$ cat src/rtl/twenty_bit_divider_controller_pkg.sv
// Shared definitions for the 20-bit restoring divider: FSM encoding and sizing constants.
package twenty_bit_divider_controller_pkg;

  localparam int DIV_WIDTH = 20;
  localparam int DIV_ITER  = 20;
  localparam logic [DIV_WIDTH-1:0] DBZ_QUOTIENT_DEFAULT = 20'hFFFFF;

  typedef enum logic [1:0] {
    ST_IDLE   = 2'd0,
    ST_DIVIDE = 2'd1,
    ST_DONE   = 2'd2
  } div_state_t;

endpackage

$ cat src/rtl/twenty_bit_subtractor.sv
// Combinational 20-bit ripple-borrow subtractor: d = i0 - i1, bout set when i0 < i1.
module twenty_bit_subtractor (
  input  logic [19:0] i0,
  input  logic [19:0] i1,
  output logic [19:0] d,
  output logic        bout
);

  logic [20:0] borrow;

  assign borrow[0] = 1'b0;

  genvar gi;
  generate
    for (gi = 0; gi < 20; gi++) begin : g_bit
      assign d[gi]          = i0[gi] ^ i1[gi] ^ borrow[gi];
      assign borrow[gi + 1] = (~i0[gi] & i1[gi]) | (~(i0[gi] ^ i1[gi]) & borrow[gi]);
    end
  endgenerate

  assign bout = borrow[20];

endmodule

$ cat src/rtl/twenty_bit_divider_controller.sv
// Multi-cycle unsigned 20-bit restoring divider; one shift/trial-subtract per clock
// through a single shared subtractor, with start/busy/done handshake and divide-by-zero flag.
module twenty_bit_divider_controller
  import twenty_bit_divider_controller_pkg::*;
#(
  parameter int                WIDTH        = DIV_WIDTH,
  parameter logic [WIDTH-1:0]  DBZ_QUOTIENT = DBZ_QUOTIENT_DEFAULT
) (
  input  logic             clk,
  input  logic             rst,
  input  logic             start,
  input  logic [WIDTH-1:0] dividend,
  input  logic [WIDTH-1:0] divisor,
  output logic             busy,
  output logic             done,
  output logic [WIDTH-1:0] quotient,
  output logic [WIDTH-1:0] remainder,
  output logic             dbz
);

  div_state_t       state_reg;
  logic [4:0]       count_reg;
  logic [WIDTH-1:0] q_reg;
  logic [WIDTH-1:0] r_reg;
  logic [WIDTH-1:0] divisor_reg;
  logic [WIDTH-1:0] quotient_reg;
  logic [WIDTH-1:0] remainder_reg;
  logic             busy_reg;
  logic             done_reg;
  logic             dbz_reg;

  logic [WIDTH:0]   trial;
  logic [WIDTH-1:0] sub_d;
  logic             sub_bout;
  logic             ok;
  logic [WIDTH-1:0] r_next;
  logic [WIDTH-1:0] q_next;
  logic             last_iter;

  // Shift the next dividend bit into the partial remainder, then trial-subtract.
  // When trial[20] is set the trial already exceeds the divisor, and the low 20
  // bits of the difference are exact because the true result is below divisor.
  assign trial = {r_reg, q_reg[WIDTH-1]};

  twenty_bit_subtractor u_sub (
    .i0   (trial[WIDTH-1:0]),
    .i1   (divisor_reg),
    .d    (sub_d),
    .bout (sub_bout)
  );

  assign ok        = trial[WIDTH] | ~sub_bout;
  assign r_next    = ok ? sub_d : trial[WIDTH-1:0];
  assign q_next    = {q_reg[WIDTH-2:0], ok};
  assign last_iter = (count_reg == 5'(DIV_ITER - 1));

  always_ff @(posedge clk) begin
    if (rst) begin
      state_reg     <= ST_IDLE;
      count_reg     <= '0;
      q_reg         <= '0;
      r_reg         <= '0;
      divisor_reg   <= '0;
      quotient_reg  <= '0;
      remainder_reg <= '0;
      busy_reg      <= 1'b0;
      done_reg      <= 1'b0;
      dbz_reg       <= 1'b0;
    end else begin
      case (state_reg)
        ST_IDLE: begin
          done_reg <= 1'b0;
          // A divide-by-zero completes in IDLE; skipping the cycle right after it
          // keeps done from ever being high on two consecutive cycles.
          if (start && !done_reg) begin
            if (divisor == '0) begin
              quotient_reg  <= DBZ_QUOTIENT;
              remainder_reg <= dividend;
              dbz_reg       <= 1'b1;
              done_reg      <= 1'b1;
            end else begin
              divisor_reg <= divisor;
              q_reg       <= dividend;
              r_reg       <= '0;
              count_reg   <= '0;
              busy_reg    <= 1'b1;
              dbz_reg     <= 1'b0;
              state_reg   <= ST_DIVIDE;
            end
          end
        end
        ST_DIVIDE: begin
          r_reg <= r_next;
          q_reg <= q_next;
          if (last_iter) begin
            quotient_reg  <= q_next;
            remainder_reg <= r_next;
            done_reg      <= 1'b1;
            busy_reg      <= 1'b0;
            state_reg     <= ST_DONE;
          end else begin
            count_reg <= count_reg + 5'd1;
          end
        end
        ST_DONE: begin
          done_reg  <= 1'b0;
          state_reg <= ST_IDLE;
        end
        default: begin
          state_reg <= ST_IDLE;
        end
      endcase
    end
  end

  assign busy      = busy_reg;
  assign done      = done_reg;
  assign quotient  = quotient_reg;
  assign remainder = remainder_reg;
  assign dbz       = dbz_reg;

endmodule
$ cat config.mk
export PLATFORM = sky130hd
export DESIGN_NAME = twenty_bit_divider_controller
export DESIGN_NICKNAME = d
export VERILOG_FILES = /design/src/rtl/twenty_bit_divider_controller_pkg.sv /design/src/rtl/twenty_bit_subtractor.sv /design/src/rtl/twenty_bit_divider_controller.sv
export SDC_FILE = /design/constraint.sdc
export NUM_CORES = 1
export LEC_CHECK = 0
export CORE_UTILIZATION = 30
export CTS_BUF_LIST = sky130_fd_sc_hd__clkbuf_16
export DETAILED_ROUTE_END_ITERATION = 10
export PLACE_DENSITY = 0.48
export SYNTH_ARGS = -nofsm -noshare
export SYNTH_HDL_FRONTEND = slang
export SYNTH_SLANG_ARGS = --single-unit
export TNS_END_PERCENT = 5
$ cat constraint.sdc
create_clock -name clk -period 11.4 [get_ports clk]
set_clock_uncertainty 0.2 [all_clocks]
set_input_delay 1.71 -clock clk [delete_from_list [all_inputs] [get_ports clk]]
set_output_delay 1.71 -clock clk [all_outputs]
set_load 0.1 [all_outputs]
==> results.py, run 1 <==
metrics = {
    "pwr": {
        "power_density_nw_per_um2": 301,
        "p_leak_nw": 2.25,
        "finalPower_mw": 2.05,
        "ir_drop_mv": 0.195,
    },
    "synth": {
        "synth_edf_count": 0,
        "synth_cells": 597,
        "syn-num-nets": 665,
        "synth_ff_type": "dfxtp_1",
        "synthArstFlopShare_pct": 0,
        "yosysSeqAreaShare_pct": 39.8,
        "ys_types": 53,
        "syn_area_sq_um": 5540,
        "synth_seq_cells": 110,
        "synth_area_per_cell_sq_um": 9.28,
        "yosysWarnings": 0,
    },
    "detailed_routing": {
        "drc_errors": 0,
        "wl_mm": 15.6,
        "final_antenna_net_count": 0,
        "viasPerCell": 5.33,
        "dr_total_vias": 4682,
        "firstDrtPassIters": 5,
        "first_iter_violations": 304,
        "wl_per_cell_um": 17.8,
    },
    "setup_path": {
        "cp_max_fo": 19,
        "r2r-start": "q_reg[19]",
        "reg2reg_to": "r_reg[13]",
        "endpoint_kind": "flop",
        "arrival_ns": 9.59,
        "r2r_slack_ns": 1.86,
        "crit_required_ns": 11.45,
        "worstRegToRegCells": 27,
        "start_kind": "flop",
        "path_class": "reg2reg",
    },
    "placed_design": {
        "numPlacedInstances": 862,
        "port_buffers": 85,
        "gp_congestion": 0.777,
        "hpwl_mm": 10.4,
        "place_area_sq_um": 6470,
        "pre_cts_ws_ns": 1.92,
    },
    "cells_and_area": {
        "final_common_cell": "dfxtp_1",
        "num-nets-final": 712,
        "final_core_util_pct": 37.8,
        "final_area_sq_um": 6820,
        "fillers": 1859,
        "area_growth_pct": 23.1,
        "instances_no_fill": 878,
        "mostFrequentLayoutCells": "110 x dfxtp_1, 84 x clkdlybuf4s50_1, 68 x a21oi_1",
        "antenna_cells": 0,
        "layout-drive-gt1-share_pct": 8.17,
    },
    "cts": {
        "clkTransAtPathRegs_ns": 0.08,
        "cts_max_level": 3,
        "cts_made_buffers": 9,
        "cts.sinks": 110,
        "cts_tree": "built",
        "cts_setup_buffers": 0,
        "cts_buffer_depth": 2,
        "cts-hold-fix-buffers": 0,
        "worstSkewPairLatency_ns": 0.36,
        "cts_resized": 0,
        "cts_root_buffer": "clkbuf_16",
    },
    "timing": {
        "fmax_mhz": 105,
        "tightestPinTransition_ns": 1.17,
        "setup_viol": 0,
        "final.period_utilization_pct": 83.7,
        "drv_slew": 0,
        "finalSetupTns_ns": 0,
        "fin_ws_ns": 1.86,
        "whs_ns": 0.258,
        "period_needed_ns": 9.54,
        "rsz0062_at_grt": "no",
        "slew_headroom_pct": 21.9,
        "final_hold_viol_count": 0,
    },
    "die": {
        "rows": 49,
        "dieWidth_um": 138,
        "die_y_um": 138,
        "fp.coreArea_sq_um": 18000,
        "pin_count": 86,
        "die-area_sq_um": 19000,
        "initial_core_util_pct": 30.7,
    },
    "worst_hold_path": {
        "min_to": "divisor_reg[14]",
        "whs_path_depth": 2,
        "hp-class": "reg2reg",
        "hold_start": "divisor_reg[14]",
    },
    "grt": {
        "grt_pass1_wl_mm": 24.7,
        "grt_overflow": 0,
        "antenna_found_initial": 0,
        "grt_pass1_vias": 4478,
        "grt_usage_pct": 17.1,
        "grt_max_degree": 94,
    },
    "flow_run": {
        "drv_cap": 0,
    },
    "outcome": {
        "outcome": "finished clean",
    },
}
[where the power goes]
part / total, mW / switching [mW] / internal (mW) / leakage [nW]
sequential: 0.550 / 0.0640 / 0.486 / 0.900
combinational: 1.14 / 0.818 / 0.318 / 1.18
clock: 0.368 / 0.152 / 0.216 / 0.166
[critical path: stages (launching register included)]
cell       delay, ns
dfxtp_1         0.33
inv_1           0.06
ha_1            0.13
inv_1           0.04
fa_1            0.37
fa_1            0.40
fa_1            0.39
fa_1            0.38
fa_1            0.38
fa_1            0.39
fa_1            0.39
fa_1            0.39
fa_1            0.41
fa_1            0.39
fa_1            0.39
fa_1            0.39
fa_1            0.39
fa_1            0.40
fa_1            0.41
fa_1            0.40
fa_1            0.39
inv_1           0.08
fa_1            0.18
fa_1            0.18
nand2b_1        0.60
mux2i_1         0.58
a2111oi_0       0.12
a31o_1          0.24
[Yosys cell counts, drive strengths merged (2+ instances only)]
master	count	share of area [%]
a2111oi	16	2.5
nor2	8	0.68
o21ai	6	0.54
mux2i	19	3.4
nand2b	2	0.23
nor3	7	0.63
clkbuf	34	2.3
o31ai	3	0.66
a21o	2	0.27
a21oi	68	6.1
o21bai	2	0.47
nand4	4	0.45
and3	2	0.23
dfxtp	110	40
inv	47	3.2
nor4	6	0.68
fa	19	6.9
ha	6	1.4
a221oi	19	3.0
a211oi	40	5.4
o21ba	18	3.3
nand2	53	3.6
a311oi	23	3.6
buf	25	2.7
nor2b	20	2.3
a31o	17	2.7
nand3	4	0.45
o211ai	2	0.27
[logic make-up (layout without fill, tap and decap cells)]
group,count (synthesis),after routing,synth area share [%]
DFF,110,110,39.8
buffers and inverters,107,159,8.27
AOI/OAI and AO/OA,224,224,30.3
adders and majority gates,25,25,8.22
and+or+nand+nor,112,112,10.1
muxes,19,19,3.43
[worst max-delay path by stage]
| stage | cells past startpoint | from | endpoint | slack [ns] |
|---|---|---|---|---|
| floorplan | 29 | q_reg[19] | remainder[10] | 2.80 |
| global placement | 27 | q_reg[19] | r_reg[13] | 1.99 |
| detailed placement | 27 | q_reg[19] | r_reg[13] | 1.92 |
| CTS | 27 | q_reg[19] | r_reg[13] | 1.88 |
| global route | 28 | q_reg[19] | r_reg[19] | 1.47 |
| finish | 27 | q_reg[19] | r_reg[13] | 1.86 |
[layout make-up]
cell class	count	area (sq um)	area share, %
clock buffer	9	225	3.30
clock inverter	7	120	1.76
inverter	48	180	2.64
multi-input combinational	380	2880	42.3
sequential	110	2200	32.3
tap	229	287	4.20
timing repair buffer	95	923	13.5
[per-layer routing]
| metal | vias to the layer above | GRT usage (%) | part of all wire, % |
|---|---|---|---|
| li1 | 2280 | - | - |
| met1 | 2271 | 25.2 | 51 |
| met2 | 117 | 25.2 | 43 |
| met3 | 14 | 2.19 | 4.5 |
| met4 | 0 | 5.80 | 1.4 |
| met5 | - | 0 | 0 |
Power figures use the tool's default switching activity.
==> run 2, diff against run 1 <==
- clock period: 11.4 -> 10.01 ns (I/O delays scaled with it)
==> run 2 against run 1 <==
Net effect:
- count of clock-buffer cells in the layout did not move
- wire length fell by 1.1%
- sequential share of layout area barely moved
- die area did not move
- maximum frequency rose by 5.0%
- design area barely moved
- clock power rose by 12%
- via count fell by 0.38%
- critical endpoint is now remainder[2]
==> results.py, run 2 (same netlist as run 1, synthesis figures left out) <==
metrics = {
    "outcome": {
        "outcome": "finished clean",
    },
    "cells_and_area": {
        "area_growth_pct": 23.1,
        "instances_no_fill": 879,
        "num-nets-final": 713,
        "mostFrequentLayoutCells": "110 x dfxtp_1, 84 x clkdlybuf4s50_1, 68 x a21oi_1",
        "layout-drive-gt1-share_pct": 8.00,
        "antenna_cells": 0,
        "final_common_cell": "dfxtp_1",
    },
    "grt": {
        "antenna_found_initial": 0,
        "grt_pass1_wl_mm": 25.1,
        "grt_max_degree": 94,
        "grt_usage_pct": 17.3,
        "grt_pass1_vias": 4542,
        "grt_overflow": 0,
    },
    "timing": {
        "setup_viol": 0,
        "final_hold_viol_count": 0,
        "rsz0062_at_grt": "no",
        "fmax_mhz": 110,
        "slew_headroom_pct": 28.8,
        "period_needed_ns": 9.09,
        "final.period_utilization_pct": 90.8,
        "tightestPinTransition_ns": 1.07,
        "finalSetupTns_ns": 0,
        "drv_slew": 0,
    },
    "setup_path": {
        "r2r_slack_ns": 0.92,
        "timing.critical_path.buf_inv": 4,
        "path_depth": 28,
        "max_stage_delay_ns": 0.40,
        "critPathSlowestCell": "fa_1",
        "worstRegToRegCells": 28,
        "arrival_ns": 9.15,
        "cp_max_fo": 12,
        "endpoint": "remainder[2]",
        "r2r-start": "q_reg[19]",
        "endpoint_kind": "flop",
        "path_common_cell": "fa_1",
        "crit_start": "q_reg[19]",
        "reg2reg_to": "remainder[2]",
        "crit_family": "adder cells",
        "crit_required_ns": 10.07,
        "path_class": "reg2reg",
        "start_kind": "flop",
    },
    "cts": {
        "worstSkewPairLatency_ns": 0.35,
        "clkTransAtPathRegs_ns": 0.08,
        "cts_buffer_depth": 2,
        "cts_root_buffer": "clkbuf_16",
        "cts_max_level": 3,
        "cts_made_buffers": 9,
        "cts-hold-fix-buffers": 0,
        "cts_resized": 0,
        "cts.sinks": 110,
        "cts_setup_buffers": 0,
        "cts_tree": "built",
    },
    "die": {
        "dieWidth_um": 138,
        "die-area_sq_um": 19000,
        "die_y_um": 138,
        "fp.coreArea_sq_um": 18000,
        "initial_core_util_pct": 30.7,
        "pin_count": 86,
        "rows": 49,
    },
    "placed_design": {
        "port_buffers": 85,
        "numPlacedInstances": 863,
        "gp_congestion": 0.815,
        "hpwl_mm": 10.3,
    },
    "worst_hold_path": {
        "hp-class": "reg2reg",
    },
    "detailed_routing": {
        "final_antenna_net_count": 0,
        "wl_per_cell_um": 17.6,
        "dr_total_vias": 4664,
        "drc_errors": 0,
        "firstDrtPassIters": 5,
        "first_iter_violations": 290,
        "wl_mm": 15.5,
        "viasPerCell": 5.31,
    },
    "pwr": {
        "p_leak_nw": 2.25,
        "ir_drop_mv": 0.245,
        "power_density_nw_per_um2": 342,
    },
    "flow_run": {
        "drv_cap": 0,
    },
}
run 2: changes by cell type in the layout (fill, tap and decap cells not counted):
cell,previous run,this run
clkinv_4,1,0
buf_4,11,12
clkinvlp_4,1,0
clkinv_1,1,3
run 2: worst reg2reg max path: cells and delay by family, from the launching register on:
family,cells,cell delay [ns]
adders and majority gates,20,7.13
buffers and inverters,4,0.49
AOI/OAI and AO/OA,2,0.44
DFF,1,0.33
and+or+nand+nor,1,0.23
muxes,1,0.16
run 2: metrics by stage:
step                      cell area, sq um  worst slack (ns)  util (%)  hold WS (ns)  total power [mW]
after floorplan                       5540              1.41         -         0.236              1.63
after global placement                6480              1.05      36.0         0.248              1.92
after detailed placement              6480             0.949      36.0         0.249              1.93
after CTS                             6820             0.925      37.8         0.259              2.35
after global routing                  6820             0.521      37.8         0.268              2.48
final                                 6820             0.924      37.8         0.256              2.33
run 2: final cells by class:
type                            instances  area [sq um]
Fill cell                            1846         11200
Sequential cell                       110          2200
Timing Repair Buffer                   96           931
Clock buffer                            9           225
Clock inverter                          7           111
Tap cell                              229           287
Inverter                               48           180
Multi-Input combinational cell        380          2880
run 2: power by group:
group | leakage [nW] | switching (mW) | internal, mW | total, mW
Clock | 0.165 | 0.168 | 0.244 | 0.412
Sequential | 0.900 | 0.0715 | 0.553 | 0.625
Combinational | 1.19 | 0.932 | 0.362 | 1.29
Total | 2.25 | 1.17 | 1.16 | 2.33
run 2: how the worst min path moves through the flow:
stage / from / to / slack [ns] / cells past startpoint
global placement: divisor_reg[1] / divisor_reg[1] / 0.25 / 2
finish: divisor_reg[1] / divisor_reg[1] / 0.26 / 2
detailed placement: divisor_reg[7] / divisor_reg[7] / 0.25 / 2
floorplan: divisor_reg[10] / divisor_reg[10] / 0.24 / 2
CTS: divisor_reg[7] / divisor_reg[7] / 0.26 / 2
global route: divisor_reg[7] / divisor_reg[7] / 0.27 / 2
run 2: routing by layer:
layer,track usage [%],share of wire [%],vias up
met2,25.4,43,140
met4,6.76,1.8,0
met1,25.1,49,2220
met5,0,0,-
li1,-,-,2286
met3,2.70,5.3,18
==> run 3, diff against run 2 <==
- SLEW_MARGIN: default -> 25
- clock period: 10.01 -> 8.6 ns (I/O delays scaled with it)
==> run 3 against run 2 <==
Net effect:
- clock power up 12%
- flip-flop and latch count unchanged
- maximum frequency up 9.2%
- total power up 19%
- utilization up 0.83 points
- worst setup slack worse by 0.65 ns
- sequential share of layout area down 0.69 points
- register-to-register slack worse by 0.65 ns
- die area unchanged
- hold slack better by 0.0020 ns
- count of clock-buffer cells in the layout unchanged
- largest power group unchanged
- highest routed layer unchanged
==> results.py, run 3 (same netlist as run 1, synthesis figures left out) <==
metrics = {
    "detailed_routing": {
        "first_iter_violations": 333,
        "firstDrtPassIters": 4,
        "drc_errors": 0,
        "wl_mm": 15.9,
        "dr_total_vias": 4739,
        "wl_per_cell_um": 17.8,
        "viasPerCell": 5.32,
        "final_antenna_net_count": 0,
    },
    "pwr": {
        "ir_drop_mv": 0.270,
        "power.share.clock_pct": 16.6,
        "finalPower_mw": 2.78,
        "p_switching_mw": 1.39,
        "p_comb_share_pct": 57.2,
        "p_leak_nw": 2.29,
        "p_sw_share_pct": 50.1,
        "internal_power_mw": 1.39,
        "sequentialPowerShare_pct": 26.2,
        "power_density_nw_per_um2": 399,
    },
    "cts": {
        "cts_max_level": 3,
        "cts_buffer_depth": 2,
        "worstSkewPairLatency_ns": 0.37,
        "cts.sinks": 110,
        "cts_made_buffers": 9,
        "clkTransAtPathRegs_ns": 0.08,
        "cts_root_buffer": "clkbuf_16",
        "cts_setup_buffers": 0,
        "cts_tree": "built",
        "cts-hold-fix-buffers": 0,
    },
    "die": {
        "die-area_sq_um": 19000,
        "initial_core_util_pct": 30.7,
        "die_y_um": 138,
        "pin_count": 86,
        "fp.coreArea_sq_um": 18000,
        "dieWidth_um": 138,
        "rows": 49,
    },
    "placed_design": {
        "gp_congestion": 0.758,
        "pre_cts_ws_ns": -0.348,
        "numPlacedInstances": 874,
        "port_buffers": 85,
        "hpwl_mm": 10.4,
    },
    "timing": {
        "fmax_mhz": 120,
        "period_needed_ns": 8.32,
        "final.period_utilization_pct": 96.8,
        "whs_ns": 0.258,
        "tightestPinTransition_ns": 1.06,
        "final_hold_viol_count": 0,
        "drv_slew": 0,
        "rsz0062_at_grt": "no",
        "slew_headroom_pct": 29.0,
        "fin_ws_ns": 0.278,
        "setup_viol": 0,
    },
    "setup_path": {
        "max_stage_delay_ns": 0.39,
        "cp_max_fo": 5,
        "crit_family": "adder cells",
        "endpoint_kind": "flop",
        "timing.critical_path.buf_inv": 5,
        "critPathSlowestCell": "fa_1",
        "crit_required_ns": 8.67,
        "start_kind": "flop",
        "path_common_cell": "fa_2",
        "arrival_ns": 8.39,
        "path_class": "reg2reg",
    },
    "grt": {
        "antenna_found_initial": 0,
        "grt_overflow": 0,
        "grt_pass1_vias": 4531,
        "grt_max_degree": 91,
        "grt_pass1_wl_mm": 25.1,
        "grt_use_met3_pct": 2.45,
        "grt_usage_pct": 17.2,
        "grt-busiest-layer": "met1",
        "grtUsageMet1_pct": 25.7,
        "grtUsageMet2_pct": 25.1,
    },
    "cells_and_area": {
        "layout-drive-gt1-share_pct": 13.0,
        "final_common_cell": "dfxtp_1",
        "instances_no_fill": 890,
        "num-nets-final": 724,
        "fillers": 1816,
        "area_growth_pct": 25.8,
        "antenna_cells": 0,
        "mostFrequentLayoutCells": "110 x dfxtp_1, 84 x clkdlybuf4s50_1, 68 x a21oi_1",
        "final_core_util_pct": 38.7,
    },
    "worst_hold_path": {
        "hp-class": "reg2reg",
    },
    "flow_run": {
        "drv_cap": 0,
    },
    "outcome": {
        "outcome": "finished clean",
    },
}
==> run 3: per-stage QoR <==
| stage | setup TNS [ns] | cell area [sq um] |
|---|---|---|
| after floorplan | 0 | 5540 |
| after global placement | -4.15 | 6580 |
| after detailed placement | -8.54 | 6580 |
| after CTS | 0 | 6920 |
| after global routing | 0 | 6970 |
| final | 0 | 6970 |
==> run 3: path summary, 6_finish.rpt <==
path	startpoint	slack, ns	cells after the start	to
worst min-delay path	divisor_reg[12]	0.26	2	divisor_reg[12]
worst min register to register	divisor_reg[12]	0.26	2	divisor_reg[12]
worst max-delay path	q_reg[19]	0.28	29	remainder[15]
worst max register to register	q_reg[19]	0.28	29	remainder[15]
==> run 3: what timing repair did <==
item | 4_1_cts | 5_1_grt
cloned | 0 | 0
pin swaps | 0 | 2
gates resized for setup | 10 | 12
setup endpoints to repair | 41 | 41
==> run 3: final cells by class <==
type | instances | area, sq um | share of cell area (%)
well taps | 229 | 287 | 4.11
clock buffers | 9 | 225 | 3.23
repair buffers | 107 | 1030 | 14.7
flip-flops and latches | 110 | 2200 | 31.6
inverters | 48 | 180 | 2.59
clock inverters | 7 | 95.1 | 1.36
multi-input cells | 380 | 2950 | 42.4
==> run 3: per-layer routing <==
layer,up-vias,wire length [um],share of wire (%)
li1,2307,-,-
met1,2299,8020,51
met2,116,6880,43
met3,17,754,4.8
met4,0,210,1.3
met5,-,0,0
==> run 3: power groups by stage <==
stage          Clock (mW)  Combinational (mW)  Sequential (mW)
2_1_floorplan           0               0.640             1.26
3_3_place_gp            0                1.57            0.737
3_5_place_dp            0                1.57            0.740
4_1_cts             0.470                1.58            0.729
5_1_grt             0.491                1.71            0.746
6_report            0.463                1.59            0.728
==> run 3: worst min-delay path, delay by kind of cell, from the launching register on <==
family          cells  cell delay, ns
flops               1            0.32
compound gates      1            0.05
simple gates        1            0.05
